<file path="config.mk">
export PLATFORM = sky130hd
export DESIGN_NAME = count_disp
export DESIGN_NICKNAME = d
export VERILOG_FILES = /design/src/rtl/count_disp_pkg.sv /design/src/rtl/seg7_decode.sv /design/src/rtl/count_disp.sv
export SDC_FILE = /design/constraint.sdc
export NUM_CORES = 1
export LEC_CHECK = 0
export CORE_ASPECT_RATIO = 1.1
export CORE_UTILIZATION = 40
export CTS_CLUSTER_DIAMETER = 30
export DETAILED_ROUTE_END_ITERATION = 6
export PLACE_DENSITY_LB_ADDON = 0.1
export SLEW_MARGIN = 20
export SYNTH_ARGS = -nofsm -noshare
export SYNTH_HDL_FRONTEND = slang
export SYNTH_SLANG_ARGS = --single-unit
</file>
<file path="constraint.sdc">
create_clock -name clk -period 3.25 [get_ports clk]
set_input_delay 0.325 -clock clk [delete_from_list [all_inputs] [get_ports clk]]
set_output_delay 0.325 -clock clk [all_outputs]
set_load 0.02 [all_outputs]
</file>
<file path="src/rtl/count_disp_pkg.sv">
// Shared types and constants for the two-digit multiplexed seven-segment display driver.
// Segment patterns are active-low, bit0 = a ... bit6 = g, bit7 = dp (always off).
package count_disp_pkg;

  typedef enum logic [2:0] {
    IDLE   = 3'd0,
    BLANK0 = 3'd1,
    SHOW0  = 3'd2,
    BLANK1 = 3'd3,
    SHOW1  = 3'd4
  } state_t;

  localparam logic [7:0] SEG_0   = 8'hC0;
  localparam logic [7:0] SEG_1   = 8'hF9;
  localparam logic [7:0] SEG_2   = 8'hA4;
  localparam logic [7:0] SEG_3   = 8'hB0;
  localparam logic [7:0] SEG_4   = 8'h99;
  localparam logic [7:0] SEG_5   = 8'h92;
  localparam logic [7:0] SEG_6   = 8'h82;
  localparam logic [7:0] SEG_7   = 8'hF8;
  localparam logic [7:0] SEG_8   = 8'h80;
  localparam logic [7:0] SEG_9   = 8'h90;
  localparam logic [7:0] SEG_E   = 8'h86;
  localparam logic [7:0] SEG_OFF = 8'hFF;

  localparam logic [1:0] AN_OFF = 2'b11;

endpackage

</file>
<file path="src/rtl/seg7_decode.sv">
// Combinational binary digit to active-low seven-segment pattern; values above 9 show "E".
module seg7_decode
  import count_disp_pkg::*;
(
  input  logic [6:0] val,
  output logic [7:0] seg
);

  always_comb begin
    seg = SEG_E;
    case (val)
      7'd0:    seg = SEG_0;
      7'd1:    seg = SEG_1;
      7'd2:    seg = SEG_2;
      7'd3:    seg = SEG_3;
      7'd4:    seg = SEG_4;
      7'd5:    seg = SEG_5;
      7'd6:    seg = SEG_6;
      7'd7:    seg = SEG_7;
      7'd8:    seg = SEG_8;
      7'd9:    seg = SEG_9;
      default: seg = SEG_E;
    endcase
  end

endmodule

</file>
<file path="src/rtl/count_disp.sv">
// Two-digit time-multiplexed active-low seven-segment scanner with per-frame shadow capture.
// Optional leading-zero blanking of the tens digit: define COUNT_DISP_LZB_EN.
module count_disp
  import count_disp_pkg::*;
#(
  parameter int DIV   = 1000,
  parameter int BLANK = 16
) (
  input  logic       clk,
  input  logic       rest_n,
  input  logic       en,
  input  logic [6:0] in_ones,
  input  logic [6:0] in_tens,
  output logic [7:0] seg,
  output logic [1:0] an,
  output logic       frame
);

  localparam int TW = $clog2(DIV);
  localparam int BL = (BLANK > 0) ? BLANK - 1 : 0;
  localparam int DL = DIV - 1;
  localparam logic [TW-1:0] BLANK_LAST = BL[TW-1:0];
  localparam logic [TW-1:0] DIV_LAST   = DL[TW-1:0];
  localparam state_t FIRST0 = (BLANK == 0) ? SHOW0 : BLANK0;
  localparam state_t FIRST1 = (BLANK == 0) ? SHOW1 : BLANK1;

  state_t        state, nxt;
  logic [TW-1:0] tick, tick_nxt;
  logic [6:0]    ones_sh, tens_sh, ones_nxt, tens_nxt;
  logic [7:0]    ones_seg, tens_seg, seg_nxt;
  logic [1:0]    an_nxt;
  logic          cap;

  // The blank/show halves of a slot share one tick run; it only clears between slots.
  always_comb begin
    nxt      = state;
    tick_nxt = tick + TW'(1);
    cap      = 1'b0;
    if (!en) begin
      nxt      = IDLE;
      tick_nxt = '0;
    end else begin
      case (state)
        IDLE: begin
          nxt      = FIRST0;
          tick_nxt = '0;
          cap      = 1'b1;
        end
        BLANK0: if (tick == BLANK_LAST) nxt = SHOW0;
        SHOW0: if (tick == DIV_LAST) begin
          nxt      = FIRST1;
          tick_nxt = '0;
        end
        BLANK1: if (tick == BLANK_LAST) nxt = SHOW1;
        SHOW1: if (tick == DIV_LAST) begin
          nxt      = FIRST0;
          tick_nxt = '0;
          cap      = 1'b1;
        end
        default: begin
          nxt      = IDLE;
          tick_nxt = '0;
        end
      endcase
    end
  end

  assign ones_nxt = cap ? in_ones : ones_sh;
  assign tens_nxt = cap ? in_tens : tens_sh;

  seg7_decode u_dec_ones (.val(ones_nxt), .seg(ones_seg));
  seg7_decode u_dec_tens (.val(tens_nxt), .seg(tens_seg));

  always_comb begin
    an_nxt  = AN_OFF;
    seg_nxt = SEG_OFF;
    case (nxt)
      SHOW0: begin
        an_nxt  = 2'b10;
        seg_nxt = ones_seg;
      end
      SHOW1: begin
`ifdef COUNT_DISP_LZB_EN
        if (tens_nxt != 7'd0) begin
          an_nxt  = 2'b01;
          seg_nxt = tens_seg;
        end
`else
        an_nxt  = 2'b01;
        seg_nxt = tens_seg;
`endif
      end
      default: begin
        an_nxt  = AN_OFF;
        seg_nxt = SEG_OFF;
      end
    endcase
  end

  always_ff @(posedge clk or negedge rest_n) begin
    if (!rest_n) begin
      state   <= IDLE;
      tick    <= '0;
      ones_sh <= '0;
      tens_sh <= '0;
      an      <= AN_OFF;
      seg     <= SEG_OFF;
      frame   <= 1'b0;
    end else begin
      state   <= nxt;
      tick    <= tick_nxt;
      ones_sh <= ones_nxt;
      tens_sh <= tens_nxt;
      an      <= an_nxt;
      seg     <= seg_nxt;
      frame   <= cap;
    end
  end

endmodule

</file>
; Yosys cells after proc, flatten, opt, wreduce, memory -nomap -nowiden
; Memories as Yosys holds them, arrays and structs flattened.
; Index checks and enable logic that the tools add are counted.
[word_totals]
memories = 2
wordCells = 41
romBits = 224
out_inout_bits = 11
regBits = 38
[op_classes]
add_sub_neg = 1
eq_ne = 8
n_mux = 18
n_reduce_logical = 5
[memory_table]
columns = name, words, width, read_ports, rd_ports_with_merged_regs, wr, line
row1 = (no name shown), 16, 7, 1, 0, 0, seg7_decode.sv:11  ; case (val)
row2 = (no name shown), 16, 7, 1, 0, 0, seg7_decode.sv:11
[ops]
columns = cell, count
row1 = $mux W10, 2
row2 = $pmux W10 S2, 1
row3 = $mux W8, 2
row4 = $pmux W8 S2, 1
row5 = $mux W3, 5
row6 = $pmux W3 S5, 1
row7 = $mux W7, 2
row8 = $add A10 B1 Y10 const B, 1
row9 = $eq A10 B10 Y1 const B, 1
row10 = $eq A10 B4 Y1 const B, 1
row11 = $eq A3 B2 Y1 const B, 3
row12 = $logic_not A3 Y1, 3
row13 = $eq A3 B3 Y1 const B, 2
row14 = $pmux W2 S2, 1
row15 = $reduce_or A2 Y1, 2
row16 = $eq A3 B1 Y1 const B, 1
row17 = $mux W1, 2
row18 = $pmux W1 S2, 1

; Longest topological paths before layout
; Gate-level depths: netlist (run 1).
[depth]
word_depth = 8
depth_mapped = 14

; By module
; Synthesis (run 1) repeated with hierarchy kept, for this count alone.
[hier_totals]
hier_cells = 196
hier_area_um2 = 2162.1
[modules_own_cells]
columns = mod, area_each_um2, instances, cells_per_inst
row1 = count_disp, 1705.4, 1, 129
row2 = seg7_decode at u_dec_tens, 232.7, 1, 35
row3 = seg7_decode at u_dec_ones, 224.0, 1, 32

; Worst setup path after synthesis (run 1)
; No wires, ideal clock.
[synth_timing]
path_kind = reg2reg
start = reg tick[6]
end = reg seg[4]
stages_incl_launch_ff = 14
setup_slack_ps = 465
arrival_time_ps = 2699
path_buffers = 2
path_cell_list = dfrtp_1 -> nand4_1 -> o31ai_2 -> nand2_1 -> buf_2 -> buf_1 -> mux2i_1 -> ha_1 -> mux2i_1 -> nor2_1 -> o21ai_0 -> mux2i_1 -> a21oi_1 -> o211ai_2
[synth_between]
elab_chain_len = 8
[synth_lines]
columns = element, line
row1 = from (decl), count_disp.sv:28  ; logic [TW-1:0] tick, tick_nxt;
row2 = from (signal assigned), count_disp.sv:111  ; tick <= tick_nxt;
row3 = $eq A10 B10 Y1, "count_disp.sv:50, count_disp.sv:55"
row4 = $mux W1, count_disp.sv:55  ; SHOW1: if (tick == DIV_LAST) begin
row5 = $pmux W1 S2, count_disp.sv:43  ; case (state)
row6 = $mux W1, count_disp.sv:39  ; if (!en) begin
row7 = "$mux W7, on equally long branches", "count_disp.sv:69, count_disp.sv:68"
row8 = $mem_v2 Z16 W7 / $logic_not A3 Y1 (equally long branches), n/a
row9 = $mux W8, seg7_decode.sv:11
row10 = $pmux W8 S2 (*), count_disp.sv:77  ; case (nxt)
row11 = via seg_nxt[4], count_disp.sv:30  ; logic [7:0] ones_seg, tens_seg, seg_nxt;
row12 = to (signal assigned), count_disp.sv:115  ; seg <= seg_nxt;
row13 = to (decl), count_disp.sv:14  ; output logic [7:0] seg,
; The timed path passes the listed nets; every way through them passes the cells marked *.

; Final worst setup path (run 1)
[layout_timing]
start = reg tick[0]
end = reg seg[4]
[layout_between]
elab_chain_len = 8
[layout_lines]
columns = element, line
row1 = $eq A10 B10 Y1, count_disp.sv:55
row2 = $mux W1, count_disp.sv:55
row3 = $pmux W1 S2, count_disp.sv:43
row4 = $mux W1, count_disp.sv:39
row5 = $mux W7, count_disp.sv:69  ; assign tens_nxt = cap ? in_tens : tens_sh;
row6 = via tens_nxt[1], count_disp.sv:29  ; logic [6:0] ones_sh, tens_sh, ones_nxt, tens_nxt;
row7 = $mem_v2 Z16 W7, n/a
row8 = $mux W8, seg7_decode.sv:11
row9 = $pmux W8 S2, count_disp.sv:77
row10 = via seg_nxt[4], count_disp.sv:30
; The timed path passes the listed nets, and every way through them passes these cells.

==> results.md, run 1 <==
- Status: finished, final reports clean
- Power density normalized to cell area: 435.7 mW/mm²
- Number of optimization iterations in the first detailed-route pass: 4
- Synthesized netlist cell count: 231
- Total number of yosys warnings: 0
- Period Utilization, post-route: 87.33%
- Clock network power share: 36.5%
- TritonCTS clock tree: yes
- Initial antenna violation count: 0
- Final WL: 4904 µm
- Setup crit start: tick[0]$_DFF_PN0_
- Worst-case clock buffer depth: 2
- Floorplan row count: 27
- Type of the tightest min-delay check: primary input to asynchronous set/reset pin
- Area enclosed by the die boundary: 0.005784 mm²
- Overall Power: 1.157 mW
- Switching Fraction: 28.14%
- Distinct cell type count after synthesis: 56
- Largest net degree at the start of global routing: 38
- Crit Reg-Reg Endpoint: seg[4]$_DFF_PN1_
- Critical Path RT: 3.47 ns
- Number of top-level pins: 28
- Max-capacitance violation count: 0
- Fraction of registers with async set/reset: 100.0%
- Setup clock skew after layout: 0.009577 ns
- Hold Buf Count CTS: 0
- Horizontal extent of the die: 72.61 µm
- CTS sink count: 37
- Vias per cell: 5.304
- Unrepaired setup endpoints after global routing: false
- Post-synthesis instance area: 0.002193 mm²
- Clock latency on the worst-skew pair: 0.29 ns
- Startpoint class of the critical path: flop
- Leakage power of the design: 1.173 nW
- Cells on worst reg2reg path: 13
- Critical path type: flop to flop
- Vias after detailed routing: 1782
- Mean Syn Cell Area: 9.495 µm²
- Slack of the worst reg-to-reg path: 0.41 ns
- Max IR drop VDD: 0.1759 mV
- Vias in the first global route: 1766
- CTS resizes: 0
- Effective utilization at floorplan: 42.71%
- Final-report setup violation count: 0
- Global placement routability congestion: 0.7947
- Worst hold slack: 0.1257 ns
- Floorplan die height: 79.67 µm
- Remaining DRCs: 0
- Main flop type after synthesis: sky130_fd_sc_hd__dfrtp_1
- Area Growth Syn to Fin: 21.11%
- Post CTS Setup Buffer Count: 0
- Inserted Clock Buffers: 5
- Post-synth EDFFs: 0
- Net count, final: 293
- Port Buffers: 26
- Antenna Violating Nets Remaining: 0
- Max FO, Critical Path: 19
- Power Internal: 0.8316 mW
- DPL Wire Length: 3654 µm
- Reg-to-reg critical path startpoint: tick[0]$_DFF_PN0_
- Global-route wire length before repair: 8438 µm
- Share of synthesized area occupied by flip-flops and latches: 42.73%
- Register bit count reported by yosys: 37
- Transition time at the pin with the least slew margin: 0.8346 ns
- Max-slew headroom: 44.36%
- Number of inserted diodes: 0
- Kind of end point of the critical path: flop
- Synth Net Count: 261
- Timing-limited maximum frequency: 352.3 MHz
- Cell at the root of the clock tree: sky130_fd_sc_hd__clkbuf_8
- Total routing resource utilization after global routing: 19.11%
- Sequential group share of total power: 44.5%
- Final hold violation count: 0
- Number of H-tree branching levels: 2
- Final routed wire length divided by cell count: 14.60 µm
- Clk slew on worst S/H paths: 0.08 ns
- Arr. time, crit path: 3.06 ns
- Switching power summed over all nets: 0.3257 mW
- Final critical-path required period: 2.838 ns
- Number of violations reported at the end of detailed-routing iteration 0: 120
- CORE AREA: 0.005135 mm²
- Accumulated negative setup slack: 0 ns
- Combinational share of power: 19.0%
- Share of final-layout standard cells stronger than drive strength 1: 12.88%
- Number of pins exceeding their max-slew limit in the final report: 0
- Remaining global-route overflow: 0
==> per-layer routing <==
layer  vias up  GRT usage (%)  share of wire, %
met5         -              0                 0
met4         0          7.255               1.3
met3         6          4.040               5.0
met2        49          28.13                44
met1       850          27.22                49
li1        877              -                 -
==> cells in the mapped netlist (3+ instances only) <==
library cell	number	area [µm²]
sky130_fd_sc_hd__mux2i_1	8	80.08
sky130_fd_sc_hd__inv_1	10	37.54
sky130_fd_sc_hd__nand2b_1	3	18.77
sky130_fd_sc_hd__ha_1	13	162.7
sky130_fd_sc_hd__o21ai_0	8	40.04
sky130_fd_sc_hd__dfrtp_1	28	700.7
sky130_fd_sc_hd__xnor2_1	7	61.31
sky130_fd_sc_hd__nor3_1	9	45.04
sky130_fd_sc_hd__nand3b_1	3	22.52
sky130_fd_sc_hd__o21ai_1	4	20.02
sky130_fd_sc_hd__dfstp_2	9	236.5
sky130_fd_sc_hd__nand2_1	34	127.6
sky130_fd_sc_hd__nor2_1	19	71.32
sky130_fd_sc_hd__nand4_1	3	18.77
sky130_fd_sc_hd__a21oi_1	7	35.03
sky130_fd_sc_hd__nor3b_1	3	22.52
sky130_fd_sc_hd__inv_2	5	18.77
sky130_fd_sc_hd__o211ai_1	3	22.52
sky130_fd_sc_hd__and3_1	6	37.54
==> layout by cell type, fill, tap and decap left out, types with 8 or more instances in the layout <==
master                            instances
sky130_fd_sc_hd__nand2_1                 34
sky130_fd_sc_hd__dfrtp_1                 28
sky130_fd_sc_hd__clkdlybuf4s50_1         25
sky130_fd_sc_hd__nor2_1                  19
sky130_fd_sc_hd__ha_1                    13
sky130_fd_sc_hd__inv_1                   10
sky130_fd_sc_hd__nor3_1                   9
sky130_fd_sc_hd__dfstp_2                  9
sky130_fd_sc_hd__mux2i_1                  8
sky130_fd_sc_hd__o21ai_0                  8
==> logic make-up after synthesis <==
logic type	count (synthesis)	synth area share, %
AOI/OAI and AO/OA	45	15.00
other	1	0.1710
adders and majority gates	14	7.872
muxes	9	4.164
buffers and inverters	22	4.735
DFF	37	42.73
xor gates and xnor gates	9	3.594
and+or+nand+nor	94	21.73
==> worst max path at each step <==
stage	end	slack [ns]
final	seg[4]$_DFF_PN1_	0.41
after global routing	seg[4]$_DFF_PN1_	0.10
after global placement	seg[6]$_DFF_PN1_	0.39
after CTS	seg[4]$_DFF_PN1_	0.43
after detailed placement	seg[4]$_DFF_PN1_	0.34
after floorplan	seg[4]$_DFF_PN1_	0.47
==> flip-flops by register name, indices dropped and copies added (netlist names) <==
name     cells
seg          7
tens_sh      7
ones_sh      7
frame        1
an           2
state        3
tick        10
==> per-stage QoR <==
step	setup slack [ns]	instance area [µm²]	util [%]	instances
floorplan	0.4652	2193	-	231
global placement	0.3901	2536	49.39	328
detailed placement	0.3353	2536	49.39	328
CTS	0.4307	2656	51.73	336
global route	0.1016	2656	51.73	336
finish	0.4118	2656	51.73	336
==> layout make-up <==
type / count / area (µm²)
Sequential cell: 37 / 937.1
Tap cell: 72 / 90.09
Fill cell: 484 / 2479
Clock buffer: 6 / 82.58
Clock inverter: 2 / 37.54
Multi-Input combinational cell: 172 / 1152
Inverter: 15 / 56.30
Timing Repair Buffer: 32 / 300.3
==> worst max-delay path, cell delays in order, from the launching register on <==
cell                       delay, ns
sky130_fd_sc_hd__dfrtp_1        0.38
sky130_fd_sc_hd__ha_1           0.21
sky130_fd_sc_hd__nand3b_1       0.23
sky130_fd_sc_hd__o31ai_2        0.27
sky130_fd_sc_hd__nand2_1        0.12
sky130_fd_sc_hd__buf_4          0.23
sky130_fd_sc_hd__mux2i_1        0.35
sky130_fd_sc_hd__inv_2          0.11
sky130_fd_sc_hd__ha_1           0.21
sky130_fd_sc_hd__nor3b_1        0.16
sky130_fd_sc_hd__o21ai_0        0.10
sky130_fd_sc_hd__mux2i_1        0.19
sky130_fd_sc_hd__a21oi_1        0.11
sky130_fd_sc_hd__o211ai_2       0.07
==> power groups by stage <==
stage | clock (mW) | sequential (mW) | combinational [mW]
2_1_floorplan | 0 | 0.517 | 0.141
3_3_place_gp | 0 | 0.525 | 0.218
3_5_place_dp | 0 | 0.523 | 0.218
4_1_cts | 0.437 | 0.514 | 0.219
5_1_grt | 0.458 | 0.519 | 0.249
6_report | 0.423 | 0.515 | 0.220
Note: power is estimated with default switching activity, not from simulation.
==> run 2, diff against run 1 <==
--- a/config.mk
+++ b/config.mk
@@ -6,10 +6,11 @@
 export NUM_CORES = 1
 export LEC_CHECK = 0
 export CORE_ASPECT_RATIO = 1.1
-export CORE_UTILIZATION = 40
+export CORE_UTILIZATION = 55
 export CTS_CLUSTER_DIAMETER = 30
 export DETAILED_ROUTE_END_ITERATION = 6
 export PLACE_DENSITY_LB_ADDON = 0.1
+export RECOVER_POWER = 25
 export SLEW_MARGIN = 20
 export SYNTH_ARGS = -nofsm -noshare
 export SYNTH_HDL_FRONTEND = slang
==> run 2 against run 1 <==
The run now ends with max-capacitance violations, max-slew violations left. Hold slack gained 0.33 ns. Power shrank 1.6%. First-iteration DRC count shrank 36%. Sequential share of layout area grew 0.40 points. Utilization grew 18 points. Routed wire length shrank 6.7%. Clock-buffer cell count grew 1. Final area shrank 1.1%. Non-clock buffer count is the same.
==> results.md, run 2 (same netlist as run 1, synthesis figures left out) <==
- Share of final-layout standard cells stronger than drive strength 1: 12.50%
- Post-route non-filler standard cell count: 314
- Status: finished with violations
- Global-route wire length before repair: 7734 µm
- Worst-case clock buffer depth: 2
- Final hold violation count: 0
- Floorplan die height: 68.23 µm
- Remaining DRCs: 0
- Effective utilization at floorplan: 58.63%
- Initial antenna violation count: 0
- CTS sink count: 37
- Most common library cell in the layout ignoring fill and taps: sky130_fd_sc_hd__nand2_1
- Power Internal: 0.8322 mW
- Max-slew headroom: -28.86%
- Arr. time, crit path: 3.11 ns
- Power density normalized to cell area: 433.8 mW/mm²
- Failing checks: max-capacitance violations, max-slew violations
- Period Utilization, post-route: 88.93%
- Worst hold slack: 0.4596 ns
- Timing-limited maximum frequency: 346.0 MHz
- Vias after detailed routing: 1775
- Max IR drop VDD: 0.2787 mV
- Cells on worst reg2reg path: 14
- Cell at the root of the clock tree: sky130_fd_sc_hd__clkbuf_8
- Type of the tightest min-delay check: flop to flop
- Final WL: 4573 µm
- Cell area after layout: 0.002626 mm²
- Post CTS Setup Buffer Count: 0
- Net count, final: 293
- Total routing resource utilization after global routing: 23.90%
- Number of H-tree branching levels: 2
- TritonCTS clock tree: yes
- Max FFs per register: 10
- Horizontal extent of the die: 62.21 µm
- Global placement routability congestion: 0.9713
- Floorplan row count: 23
- Vias in the first global route: 1681
- Vias per cell: 5.653
- Max FO, Critical Path: 11
- Critical Path RT: 3.46 ns
- Inserted Clock Buffers: 5
- Setup clock skew after layout: 0.002698 ns
- Port Buffers: 26
- Number of top-level pins: 28
- Number of cells in the design after placement: 306
- Leakage power of the design: 1.171 nW
- Crit Reg-Reg Endpoint: seg[4]$_DFF_PN1_
- Register with the most flip-flops: tick
- Unrepaired setup endpoints after global routing: false
- Final-report setup violation count: 0
- Switching Fraction: 26.95%
- Core occupancy in the finished layout: 70.20%
- Area Growth Syn to Fin: 19.74%
- Most frequent cells in the layout: sky130_fd_sc_hd__nand2_1 (33), sky130_fd_sc_hd__dfrtp_1 (28), sky130_fd_sc_hd__clkdlybuf4s50_1 (25), sky130_fd_sc_hd__nor2_1 (19), sky130_fd_sc_hd__ha_1 (13)
- Accumulated negative setup slack: 0 ns
- Area enclosed by the die boundary: 0.004245 mm²
- Clk slew on worst S/H paths: 0.07 ns
- Final critical-path required period: 2.890 ns
- Critical path type: flop to flop
- Max-capacitance violation count: 1
- Reg-to-reg critical path startpoint: tick[0]$_DFF_PN0_
- Number of pins exceeding their max-slew limit in the final report: 38
- Clock latency on the worst-skew pair: 0.29 ns
- Combinational share of power: 19.0%
- Clock network power share: 35.7%
- Number of optimization iterations in the first detailed-route pass: 4
- Kind of end point of the critical path: flop
- Switching power summed over all nets: 0.3071 mW
- Dpl cell area: 0.002509 mm²
- Sequential group share of total power: 45.3%
- Destination of the critical timing path: seg[4]$_DFF_PN1_
- DPL Wire Length: 3435 µm
- Largest net degree at the start of global routing: 38
- Final routed wire length divided by cell count: 14.56 µm
- Antenna Violating Nets Remaining: 0
- Slack of the worst reg-to-reg path: 0.36 ns
- Remaining global-route overflow: 0
- Number of violations reported at the end of detailed-routing iteration 0: 77
- Transition time at the pin with the least slew margin: 1.933 ns
- Number of inserted diodes: 0
- Startpoint class of the critical path: flop
- CORE AREA: 0.003741 mm²
- Setup crit start: tick[0]$_DFF_PN0_
[run 2: changes by cell type in the layout (fill, tap and decap cells not counted)]
| cell | before | now |
|---|---|---|
| sky130_fd_sc_hd__buf_2 | 1 | 0 |
| sky130_fd_sc_hd__clkbuf_1 | 0 | 2 |
| sky130_fd_sc_hd__clkinvlp_4 | 1 | 0 |
| sky130_fd_sc_hd__nand2_1 | 34 | 33 |
| sky130_fd_sc_hd__nand2_2 | 0 | 1 |
[run 2: metrics by stage]
| step | total power, mW | setup WS [ns] |
|---|---|---|
| 5_1_grt | 1.198 | 0.08045 |
| 2_1_floorplan | 0.6578 | 0.4652 |
| 3_5_place_dp | 0.7379 | 0.1785 |
| 3_3_place_gp | 0.7367 | 0.1731 |
| 4_1_cts | 1.149 | 0.2746 |
| 6_report | 1.139 | 0.3596 |
[run 2: worst max-delay path: stages, from the launching register on]
cell	delay, ns
sky130_fd_sc_hd__dfrtp_1	0.37
sky130_fd_sc_hd__ha_1	0.22
sky130_fd_sc_hd__nand3b_1	0.23
sky130_fd_sc_hd__o31ai_2	0.32
sky130_fd_sc_hd__nand2_2	0.21
sky130_fd_sc_hd__inv_2	0.11
sky130_fd_sc_hd__mux2i_1	0.23
sky130_fd_sc_hd__inv_1	0.08
sky130_fd_sc_hd__ha_1	0.23
sky130_fd_sc_hd__mux2i_1	0.15
sky130_fd_sc_hd__nor2_1	0.05
sky130_fd_sc_hd__o21ai_0	0.17
sky130_fd_sc_hd__mux2i_1	0.12
sky130_fd_sc_hd__a21oi_1	0.21
sky130_fd_sc_hd__o211ai_2	0.11
[run 2: power by group through the flow]
| stage | logic (mW) | registers [mW] | clock network (mW) |
|---|---|---|---|
| 5_1_grt | 0.246 | 0.520 | 0.433 |
| 6_report | 0.216 | 0.516 | 0.407 |
| 3_5_place_dp | 0.215 | 0.523 | 0 |
| 4_1_cts | 0.217 | 0.515 | 0.417 |
| 3_3_place_gp | 0.214 | 0.523 | 0 |
| 2_1_floorplan | 0.141 | 0.517 | 0 |
[run 2: worst min-delay path by stage]
stage / start / cells past startpoint / slack (ns) / endpoint
final: tick[0]$_DFF_PN0_ / 1 / 0.46 / tick[0]$_DFF_PN0_
after detailed placement: tick[0]$_DFF_PN0_ / 1 / 0.46 / tick[0]$_DFF_PN0_
after floorplan: rest_n / 0 / 0.03 / frame$_DFF_PN0_
after CTS: rest_n / 1 / 0.14 / tick[4]$_DFF_PN0_
after global routing: tick[0]$_DFF_PN0_ / 1 / 0.48 / tick[0]$_DFF_PN0_
after global placement: tick[0]$_DFF_PN0_ / 1 / 0.44 / tick[0]$_DFF_PN0_
[run 2: timing repair]
action,CTS,global route
endpoints found under the hold margin,0,0
resized for setup,0,1
hold buffers,0,0
setup endpoints to repair,0,1
[run 2: routing by layer]
| layer | part of all wire [%] | GRT usage, % | vias up | routed length [µm] |
|---|---|---|---|---|
| met5 | 0 | 0 | - | 0 |
| met4 | 1.2 | 9.012 | 0 | 57 |
| met3 | 4.1 | 5.500 | 7 | 189 |
| met2 | 48 | 38.87 | 42 | 2174 |
| met1 | 47 | 31.50 | 842 | 2152 |
| li1 | - | - | 884 | - |
[run 2: area by class of cell]
class | count | area [µm²]
clock buffers | 7 | 86.33
clock inverters | 1 | 30.03
fillers | 306 | 1115
inverters | 15 | 56.30
multi-input cells | 172 | 1155
flip-flops and latches | 37 | 937.1
well taps | 50 | 62.56
repair buffers | 32 | 299.0
